<file path="src/rtl/pipe_stage_reg.sv">
// rtl/pipe_stage_reg.sv - parametrised inter-stage pipeline register with stall/bubble/flush handling
// Optional macro PIPE_STAGE_PERF_CNT_EN enables the hold and bubble performance counters.
module pipe_stage_reg #(
  parameter int                DATA_W    = 128,
  parameter logic [DATA_W-1:0] NOP_VALUE = {DATA_W{1'b0}},
  parameter int                STAGE     = 2,
  parameter int                STALL_W   = 6,
  parameter int                CNT_W     = 16
) (
  input  logic               clk,
  input  logic               rst,
  input  logic [STALL_W-1:0] stall,
  input  logic               flush,
  input  logic               in_valid,
  input  logic [DATA_W-1:0]  in_data,
  input  logic [31:0]        in_pc,
  input  logic               in_dslot,
  input  logic               next_in_dslot_i,
  output logic               out_valid,
  output logic [DATA_W-1:0]  out_data,
  output logic [31:0]        out_pc,
  output logic               out_dslot,
  output logic               dslot_fb_o,
  output logic               bubble_o,
  output logic [CNT_W-1:0]   hold_cnt_o,
  output logic [CNT_W-1:0]   bubble_cnt_o
);

  logic up_stall;
  logic dn_stall;

  assign up_stall = stall[STAGE];

  // The last stage has no downstream stall bit, so it can never be held.
  generate
    if (STAGE >= STALL_W - 1) begin : g_last_stage
      assign dn_stall = 1'b0;
    end else begin : g_mid_stage
      assign dn_stall = stall[STAGE+1];
    end
  endgenerate

  logic do_bubble;
  logic do_hold;

  assign do_bubble = up_stall & ~dn_stall;
  assign do_hold   = up_stall &  dn_stall;

  // Stage register: reset, flush, bubble, advance, otherwise hold.
  always_ff @(posedge clk) begin
    if (rst) begin
      out_valid  <= 1'b0;
      out_data   <= NOP_VALUE;
      out_pc     <= 32'h0;
      out_dslot  <= 1'b0;
      dslot_fb_o <= 1'b0;
      bubble_o   <= 1'b0;
    end else if (flush) begin
      out_valid  <= 1'b0;
      out_data   <= NOP_VALUE;
      out_pc     <= 32'h0;
      out_dslot  <= 1'b0;
      dslot_fb_o <= 1'b0;
      bubble_o   <= 1'b0;
    end else if (do_bubble) begin
      out_valid  <= 1'b0;
      out_data   <= NOP_VALUE;
      out_pc     <= 32'h0;
      out_dslot  <= 1'b0;
      bubble_o   <= 1'b1;
    end else if (!up_stall) begin
      // An up_stall=0/dn_stall=1 vector is illegal and simply advances here.
      out_valid <= in_valid;
      out_dslot <= in_valid & in_dslot;
      bubble_o  <= 1'b0;
      if (in_valid) begin
        out_data   <= in_data;
        out_pc     <= in_pc;
        dslot_fb_o <= next_in_dslot_i;
      end else begin
        out_data <= NOP_VALUE;
        out_pc   <= 32'h0;
      end
    end else begin
      bubble_o <= 1'b0;
    end
  end

`ifdef PIPE_STAGE_PERF_CNT_EN
  logic [CNT_W-1:0] hold_cnt;
  logic [CNT_W-1:0] bubble_cnt;

  // Saturating counters; flush edges are neither hold nor bubble edges and leave them untouched.
  always_ff @(posedge clk) begin
    if (rst) begin
      hold_cnt   <= '0;
      bubble_cnt <= '0;
    end else if (!flush) begin
      if (do_hold && out_valid && hold_cnt != {CNT_W{1'b1}}) begin
        hold_cnt <= hold_cnt + 1'b1;
      end
      if (do_bubble && bubble_cnt != {CNT_W{1'b1}}) begin
        bubble_cnt <= bubble_cnt + 1'b1;
      end
    end
  end

  assign hold_cnt_o   = hold_cnt;
  assign bubble_cnt_o = bubble_cnt;
`else
  assign hold_cnt_o   = '0;
  assign bubble_cnt_o = '0;
`endif

endmodule
</file>
<file path="config.mk">
export PLATFORM = sky130hd
export DESIGN_NAME = pipe_stage_reg
export DESIGN_NICKNAME = d
export VERILOG_FILES = /design/src/rtl/pipe_stage_reg.sv
export SDC_FILE = /design/constraint.sdc
export NUM_CORES = 1
export LEC_CHECK = 0
export CORE_AREA = 2 2 142 144
export CTS_CLUSTER_SIZE = 24
export DETAILED_ROUTE_END_ITERATION = 16
export DIE_AREA = 0 0 144 146
export GPL_ROUTABILITY_DRIVEN = 0
export PLACE_DENSITY = 0.77
export SLEW_MARGIN = 20
export SYNTH_ARGS = -nofsm -noshare
export SYNTH_HDL_FRONTEND = slang
export SYNTH_SLANG_ARGS = --single-unit
</file>
<file path="constraint.sdc">
create_clock -name clk -period 1.45 [get_ports clk]
set_input_delay 0.3625 -clock clk [delete_from_list [all_inputs] [get_ports clk]]
set_output_delay 0.3625 -clock clk [all_outputs]
set_load 0.01 [all_outputs]
</file>
==> metrics, run 1 <==
DP HPWL=13.2 mm; worst hold path class=in -> reg; Final period util=96.8%; die width=144 µm; # Max-Cap Violations=0; pwr dens=1060 mW/mm²; WP data required=1090 ps; Max Fanout on Critical Path=2; CTS tree=yes; Avg Cell Area, Syn=10.2 µm²; hold slack=295 ps; clk sinks=164; setup TNS=0 ps; vias in the first global route=5246; Non-Filler Instances=1181; clock latency at the later pin of the worst-skew pair=410 ps; Peak VDD IR=0.736 mV; Synth top area share=55.5%; Crit path max-delay family=flip-flops; crit path launch type=register; global-route wire length before repair=27.4 mm; H-tree depth=4; Final #Nets=1074; Tot GR Track Use=16.5%; FILL cells=1809; Critical Path Max Stage Delay=330 ps; Routed WL=18.1 mm; outcome=complete, no violations; Slowest-stage cell, CP=dfxtp_1; post-CTS setup buffers=0; Crit Path Category=reg -> out; synth cell count leaders=dfxtp_1 (164), nor2_1 (163), a22oi_1 (136), buf_4 (38), a22oi_2 (25); GRT Residual Overflow=0; synth unique cells=17; Tmin final=1400 ps; final setup violating endpoints=0; DR iter-0 viols=209; clk slew on worst S/H paths=70 ps; fin area=0.00983 mm²; placed cell areas=0.00938 mm²; Ports=368; Total Power=10.4 mW; Die Ht=146 µm; Syn Std Cell Area=0.00592 mm²; Inst Count DP=1148; Antenna Violating Nets Remaining=0; Clock Tree Root=clkbuf_16; DRT Pass-1 Iters=4; ys async rst share=0%; sequential area share after synthesis=55.5%; initial antenna violation count=1; detailed-route via count=5392; Longest Clk Path Bufs=2; cell chain of the critical path=dlygate4sd2_1; Buf+Inv Stages, Crit Path=1; Yosys warnings=0; DR DRC count=0; Via density=4.57; # hold bufs at CTS=0; Yosys reg bits=164; most frequent cell after synthesis=dfxtp_1; Fin Clk Skew=0 ps; worst endpoint data arrival time=1040 ps; top achievable clock speed=0.712 GHz; effective utilization at floorplan=30.6%; core area=0.0193 mm²; Wirelength per Cell=15.3 µm; Row Count=51; layout cell share with drive strength beyond 1=10.3%; number of flops mapped to enable cells by yosys=0; IO Port Bufs=331; area leader, netlist=dfxtp_1; synth-to-layout area growth=66.2%; endpoint class of the critical path=output pin; RSZ-0062 raised after global routing=no; Synth Instances=581; Synth Flop Type=dfxtp_1; CTS Buf Count=17; ranking of synthesized cells by area=dfxtp_1 (55%), a22oi_1 (17%), nor2_1 (10%); Leak Pwr=4.14 nW; final hold viol count=0; largest net degree at the start of global routing=71; count of pins over their slew limit=0; die area=0.0210 mm²
## flip-flops by register name, summed over array words and instances, names as in the netlist
signal      count
out_valid       1
out_data      128
out_dslot       1
dslot_fb_o      1
out_pc         32
bubble_o        1
## report_power, final
| part | internal (mW) | switching, mW | total (mW) | leakage (nW) |
|---|---|---|---|---|
| sequential | 4.58 | 0.0376 | 4.62 | 1.33 |
| combinational | 0.676 | 0.507 | 1.18 | 2.51 |
| clock | 2.66 | 1.97 | 4.63 | 0.296 |
## repair_timing
action,in CTS,in global routing
resized for setup,175,49
endpoints found under the setup margin,164,47
hold endpoints to repair,0,0
## logic make-up (layout without fill, tap and decap cells)
| family | count (synthesis) | count (layout) | share of synthesized area, % |
|---|---|---|---|
| muxes | 1 | 1 | 0.169 |
| DFF | 164 | 164 | 55.5 |
| AOI/OAI and AO/OA | 162 | 162 | 22.6 |
| and+or+nand+nor | 168 | 168 | 11.0 |
| buffers and inverters | 85 | 388 | 10.7 |
| other | 1 | 33 | 0.0634 |
## metal layers
metal / track usage, % / wire (µm)
met4: 6.91 / 463
met1: 17.9 / 7030
met5: 0 / 0
met2: 27.4 / 8510
met3: 7.90 / 2070
## per-stage QoR
stage | worst slack [ps] | util [%]
after floorplan | 255 | -
after global placement | -208 | 48.5
after detailed placement | -221 | 48.5
after CTS | 2.21 | 50.7
after global routing | 0.219 | 50.9
final | 45.9 | 50.9
## cell type report
class / instances / area (µm²) / share of cell area, %
multi-input cells: 363 / 2120 / 21.6
diodes: 1 / 2.50 / 0.0254
well taps: 265 / 332 / 3.37
repair buffers: 356 / 3480 / 35.4
clock inverters: 13 / 165 / 1.68
flip-flops and latches: 164 / 3290 / 33.4
clock buffers: 19 / 443 / 4.50
## cells in the final DEF, fill, tap and decap left out, types with 2 or more instances in the layout
| cell | count |
|---|---|
| clkdlybuf4s15_2 | 2 |
| inv_6 | 3 |
| dlygate4sd2_1 | 113 |
| buf_12 | 11 |
| clkdlybuf4s15_1 | 45 |
| buf_4 | 14 |
| nor2_1 | 163 |
| nor3_1 | 2 |
| bufinv_16 | 2 |
| inv_8 | 4 |
| a22oi_1 | 136 |
| conb_1 | 32 |
| clkinv_4 | 3 |
| clkbuf_16 | 17 |
| clkdlybuf4s50_1 | 166 |
| a22oi_2 | 25 |
| dfxtp_1 | 161 |
| dfxtp_2 | 3 |
| clkbuf_2 | 4 |
## path summary, 6_finish.rpt
check / start / to / slack, ps / depth (start not counted)
worst max-delay path: out_data[32]$_SDFFE_PP0N_ / out_data[32] / 50 / 1
worst max register to register: out_pc[9]$_SDFFE_PP0N_ / out_pc[9]$_SDFFE_PP0N_ / 730 / 2
worst min-delay path: stall[2] / bubble_o$_SDFF_PP0_ / 300 / 3
worst min register to register: out_valid$_SDFFE_PP0N_ / out_valid$_SDFFE_PP0N_ / 480 / 2
No activity file was read; power rests on OpenSTA's default activity.
==> run 2, diff against run 1 <==
CORE_AREA = 2 2 144 146   (was 2 2 142 144)
DIE_AREA = 0 0 146 148   (was 0 0 144 146)
PLACE_DENSITY = 0.76   (was 0.77)
clock period = 1.7 ns   (was 1.45 ns; I/O delays follow)
==> metrics, run 2 (same netlist as run 1, synthesis figures left out) <==
# Max-Cap Violations=0 (unchanged); Max Fanout on Critical Path=2 (unchanged); post-CTS setup buffers=0 (unchanged); Routed WL=17.8 mm (was 18.1 mm); clk slew on worst S/H paths=70 ps (about the same); Leak Pwr=4.32 nW (was 4.14 nW); Tot GR Track Use=16.1% (was 16.5%); Final period util=88.8%; global-route wire length before repair=28.2 mm (was 27.4 mm); Final #Nets=1083 (was 1074); worst hold path class=in -> reg (unchanged); Place WS=-34.6 ps (was -221 ps); cell chain of the critical path=dlygate4sd2_1 (unchanged); die width=146 µm (was 144 µm); Via density=4.56 (was 4.57); layout cell share with drive strength beyond 1=10.1% (was 10.3%); top achievable clock speed=0.663 GHz; RSZ-0062 raised after global routing=no (unchanged); fin area=0.00981 mm² (was 0.00983 mm²); clk sinks=164 (unchanged); final hold viol count=0 (unchanged); clock latency at the later pin of the worst-skew pair=400 ps (was 410 ps); Row Count=52 (was 51); Largest regs=out_data x128, out_pc x32 (unchanged); Tmin final=1510 ps; count of pins over their slew limit=0 (unchanged); Critical Path Max Stage Delay=380 ps (was 330 ps); DRT Pass-1 Iters=4 (unchanged); largest net degree at the start of global routing=79 (was 71); die area=0.0216 mm² (was 0.0210 mm²); setup ws final=191 ps (was 45.9 ps); Crit Path Category=reg -> out (unchanged); vias in the first global route=5374 (was 5246); FILL cells=1952 (was 1809); Slowest-stage cell, CP=dfxtp_1 (unchanged); GRT Residual Overflow=0 (unchanged); IO Port Bufs=331 (unchanged); effective utilization at floorplan=29.5% (was 30.6%); max reg flops=128 (unchanged); DR DRC count=0 (unchanged); synth-to-layout area growth=65.8% (was 66.2%); DR iter-0 viols=226 (was 209); Biggest register=out_data (unchanged); Non-Filler Instances=1193 (was 1181); Clock Tree Root=clkbuf_16 (unchanged); Inst Count DP=1162 (was 1148); Pint=6.52 mW (was 7.91 mW); Antenna Violating Nets Remaining=0 (unchanged); Clk pwr share=42.4% (was 44.4%); placed cell areas=0.00946 mm² (was 0.00938 mm²); Buf+Inv Stages, Crit Path=1 (unchanged); Gate power share=11.9% (was 11.4%); leading cell type in the layout, fill and taps excluded=clkdlybuf4s50_1 (unchanged); initial antenna violation count=0 (was 1); detailed-route via count=5439 (was 5392); crit path launch type=register (unchanged); Flop pwr share=45.8% (was 44.3%); outcome=complete, no violations (unchanged); # diodes=0 (was 1); P_sw=2.08 mW (was 2.51 mW); Fin Clk Skew=0 ps (unchanged); Longest Clk Path Bufs=2 (unchanged); H-tree depth=4 (unchanged); core area=0.0200 mm² (was 0.0193 mm²); Crit path max-delay family=flip-flops (unchanged); Die Ht=148 µm (was 146 µm); worst endpoint data arrival time=1080 ps (was 1040 ps); DP HPWL=13.3 mm (was 13.2 mm); switch share=24.1% (about the same); Peak VDD IR=0.601 mV (was 0.736 mV); pwr dens=877 mW/mm² (was 1060 mW/mm²); WP data required=1270 ps (was 1090 ps); final setup violating endpoints=0 (unchanged); CTS Buf Count=17 (unchanged); commonest cells after routing, fill and taps aside=clkdlybuf4s50_1 (166), dfxtp_1 (164), dlygate4sd2_1 (164), nor2_1 (163), a22oi_1 (136) (was clkdlybuf4s50_1 (166), nor2_1 (163), dfxtp_1 (161), a22oi_1 (136), dlygate4sd2_1 (113)); Ports=368 (unchanged); endpoint class of the critical path=output pin (unchanged); Wirelength per Cell=14.9 µm (was 15.3 µm); CTS tree=yes (unchanged)
run 2: stage by stage:
| step | hold WS, ps | total power, mW | utilization, % | setup TNS, ps |
|---|---|---|---|---|
| after floorplan | 502 | 4.51 | - | 0 |
| after global placement | 468 | 5.08 | 47.2 | 0 |
| after detailed placement | 482 | 5.10 | 47.2 | -134 |
| after CTS | 373 | 8.72 | 49.0 | 0 |
| after global routing | 381 | 9.00 | 49.0 | 0 |
| final | 394 | 8.60 | 49.0 | 0 |
run 2: power by group through the flow:
| stage | clock [mW] | combinational [mW] | sequential (mW) |
|---|---|---|---|
| 2_1_floorplan | 0 | 0.455 | 4.05 |
| 3_3_place_gp | 0 | 1.06 | 4.02 |
| 3_5_place_dp | 0 | 1.07 | 4.03 |
| 4_1_cts | 3.76 | 1.03 | 3.94 |
| 5_1_grt | 3.95 | 1.10 | 3.94 |
| 6_report | 3.64 | 1.02 | 3.94 |
run 2: what timing repair did:
item | 4_1_cts | 5_1_grt
hold endpoints to repair | 0 | 0
resized for setup | 164 | 0
hold buffers | 0 | 0
setup endpoints to repair | 164 | 0
run 2: worst paths after layout:
path | start | endpoint | slack, ps | cells past startpoint
worst min register to register | out_valid$_SDFFE_PP0N_ | out_valid$_SDFFE_PP0N_ | 490 | 2
worst max register to register | out_data[111]$_SDFFE_PP0N_ | out_data[111]$_SDFFE_PP0N_ | 1010 | 2
worst max-delay path | out_data[108]$_SDFFE_PP0N_ | out_data[108] | 190 | 1
worst min-delay path | stall[2] | bubble_o$_SDFF_PP0_ | 390 | 3
run 2: layout make-up:
class                      count  area, µm²  share of cell area, %
timing repair buffer         365       3510                   35.8
sequential                   164       3280                   33.5
multi-input combinational    363       2120                   21.7
clock buffer                  18        429                   4.37
tap                          270        338                   3.44
clock inverter                13        125                   1.28
run 2: metal layers:
metal | GRT usage (%) | routed length, µm | vias up
li1 | - | - | 2633
met1 | 18.6 | 7230 | 2558
met2 | 27.1 | 8570 | 235
met3 | 6.91 | 1730 | 13
met4 | 5.15 | 244 | 0
met5 | 0 | 0 | -
==> run 3, diff against run 2 <==
CORE_AREA = 2 2 142 144   (was 2 2 144 146)
DIE_AREA = 0 0 144 146   (was 0 0 146 148)
PLACE_DENSITY = 0.77   (was 0.76)
clock period = 1.4 ns   (was 1.7 ns; I/O delays follow)
==> metrics, run 3 (same netlist as run 1, synthesis figures left out) <==
outcome=complete, no violations (unchanged); synth-to-layout area growth=61.6% (was 65.8%); DP HPWL=13.5 mm (was 13.3 mm); DR iter-0 viols=139 (was 226); Buf+Inv Stages, Crit Path=1 (unchanged); P_sw=2.56 mW (was 2.08 mW); final hold viol count=0 (unchanged); die area=0.0210 mm² (was 0.0216 mm²); Critical Path Max Stage Delay=360 ps (was 380 ps); Clk pwr share=42.7% (was 42.4%); Ports=368 (unchanged); GRT Residual Overflow=0 (unchanged); Place WS=-273 ps (was -34.6 ps); critical path startpoint=out_data[65]$_SDFFE_PP0N_ (was out_data[108]$_SDFFE_PP0N_); Final period util=97.1%; commonest cells after routing, fill and taps aside=clkdlybuf4s50_1 (166), nor2_1 (163), dfxtp_1 (154), a22oi_1 (136), clkbuf_2 (77) (was clkdlybuf4s50_1 (166), dfxtp_1 (164), dlygate4sd2_1 (164), nor2_1 (163), a22oi_1 (136)); Slowest-stage cell, CP=dfxtp_2 (was dfxtp_1); H-tree depth=4 (unchanged); CTS tree=yes (unchanged); endpoint class of the critical path=output pin (unchanged); Final #Nets=1078 (was 1083); final setup violating endpoints=0 (unchanged); crit path launch type=register (unchanged); Leak Pwr=3.73 nW (was 4.32 nW); Max Fanout on Critical Path=2 (unchanged); global-route wire length before repair=27.3 mm (was 28.2 mm); setup ws final=40.0 ps (was 191 ps); Row Count=51 (was 52); Largest regs=out_data x128, out_pc x32 (unchanged); r2r setup slk=600 ps (was 1010 ps); switch share=24.4% (was 24.1%); Pint=7.92 mW (was 6.52 mW); Flop pwr share=45.7% (was 45.8%); # hold bufs at CTS=0 (unchanged); Total Power=10.5 mW (was 8.60 mW); Clock Tree Root=clkbuf_16 (unchanged); IO Port Bufs=331 (unchanged); die width=144 µm (was 146 µm); Biggest register=out_data (unchanged); Longest Clk Path Bufs=2 (unchanged); crit path to=out_data[65] (was out_data[108]); Peak VDD IR=0.761 mV (was 0.601 mV); DR DRC count=0 (unchanged); Tot GR Track Use=16.6% (was 16.1%); top achievable clock speed=0.735 GHz; Die Ht=146 µm (was 148 µm); FILL cells=1801 (was 1952); count of pins over their slew limit=0 (unchanged); Via density=4.61 (was 4.56); pwr dens=1100 mW/mm² (was 877 mW/mm²); worst-case reg-to-reg path depth=3 (was 2); clk slew on worst S/H paths=60 ps (was 70 ps); WP data required=1050 ps (was 1270 ps); # Max-Cap Violations=0 (unchanged); Crit path max-delay family=flip-flops (unchanged); Worst R2R End=out_data[63]$_SDFFE_PP0N_ (was out_data[111]$_SDFFE_PP0N_); worst endpoint data arrival time=1010 ps (was 1080 ps); largest net degree at the start of global routing=61 (was 79); CP Depth=1 (unchanged); Antenna Violating Nets Remaining=0 (unchanged); worst hold path class=in -> reg (unchanged); DRT Pass-1 Iters=4 (unchanged); max reg flops=128 (unchanged); detailed-route via count=5463 (was 5439); Fin Clk Skew=0 ps (unchanged); vias in the first global route=5199 (was 5374); core area=0.0193 mm² (was 0.0200 mm²); clk sinks=164 (unchanged); cell chain of the critical path=clkdlybuf4s15_2 (was dlygate4sd2_1); RSZ-0062 raised after global routing=no (unchanged); Crit Path Category=reg -> out (unchanged); Gate power share=11.6% (was 11.9%); initial antenna violation count=1 (was 0); CTS Buf Count=17 (unchanged); effective utilization at floorplan=30.6% (was 29.5%); leading cell type in the layout, fill and taps excluded=clkdlybuf4s50_1 (unchanged); hold slack=281 ps (was 394 ps); layout cell share with drive strength beyond 1=20.9% (was 10.1%); r2r startpoint=out_data[63]$_SDFFE_PP0N_ (was out_data[111]$_SDFFE_PP0N_); Tmin final=1360 ps; clock latency at the later pin of the worst-skew pair=410 ps (was 400 ps); Routed WL=18.4 mm (was 17.8 mm); Wirelength per Cell=15.5 µm (was 14.9 µm)
run 3: worst min path at each step:
stage	slack (ps)	startpoint	endpoint	cells after the start
2_1_floorplan	430	rst	bubble_o$_SDFF_PP0_	1
3_3_place_gp	470	out_valid$_SDFFE_PP0N_	out_valid$_SDFFE_PP0N_	2
3_5_place_dp	500	out_valid$_SDFFE_PP0N_	out_valid$_SDFFE_PP0N_	2
4_1_cts	260	stall[2]	out_pc[15]$_SDFFE_PP0N_	3
5_1_grt	280	stall[2]	out_pc[15]$_SDFFE_PP0N_	3
6_report	280	stall[2]	out_pc[15]$_SDFFE_PP0N_	3
run 3: final cells by class:
class                           instances  area, µm²  area share, %
Antenna cell                            1       2.50         0.0262
Clock buffer                           20        437           4.57
Tap cell                              265        332           3.47
Multi-Input combinational cell        363       2120           22.2
Timing Repair Buffer                  360       3250           34.0
Clock inverter                         12        121           1.27
Sequential cell                       164       3300           34.5
run 3: repair_timing:
action	in CTS	in global routing
gates cloned	0	0
buffers inserted	0	1
gates resized for setup	285	151
endpoints found under the setup margin	164	143
run 3: layer usage:
metal,GRT usage (%),up-vias,part of all wire [%]
met4,5.74,0,1.8
met5,0,-,0
met2,27.8,229,48
li1,-,2631,-
met1,18.7,2586,40
met3,7.27,17,10
run 3: power by group through the flow:
stage / Combinational [mW] / Sequential (mW) / Clock [mW]
after floorplan: 0.553 / 4.92 / 0
after global placement: 1.27 / 4.89 / 0
after detailed placement: 1.28 / 4.89 / 0
after CTS: 1.24 / 4.78 / 4.63
after global routing: 1.32 / 4.79 / 4.81
final: 1.22 / 4.78 / 4.47
run 3: worst reg2reg max path, stage by stage, from the launching register on:
cell     delay [ps]
dfxtp_2         340
buf_4           130
a22oi_2         170
nor2_1           50
run 3: metrics by stage:
step	util, %	setup TNS [ps]	instance area (µm²)	cells
after global placement	48.5	-26460	9380	1151
after detailed placement	48.5	-28020	9380	1151
after floorplan	-	0	6030	612
final	49.4	0	9560	1185
after CTS	51.1	0	9870	1183
after global routing	49.4	0	9560	1185
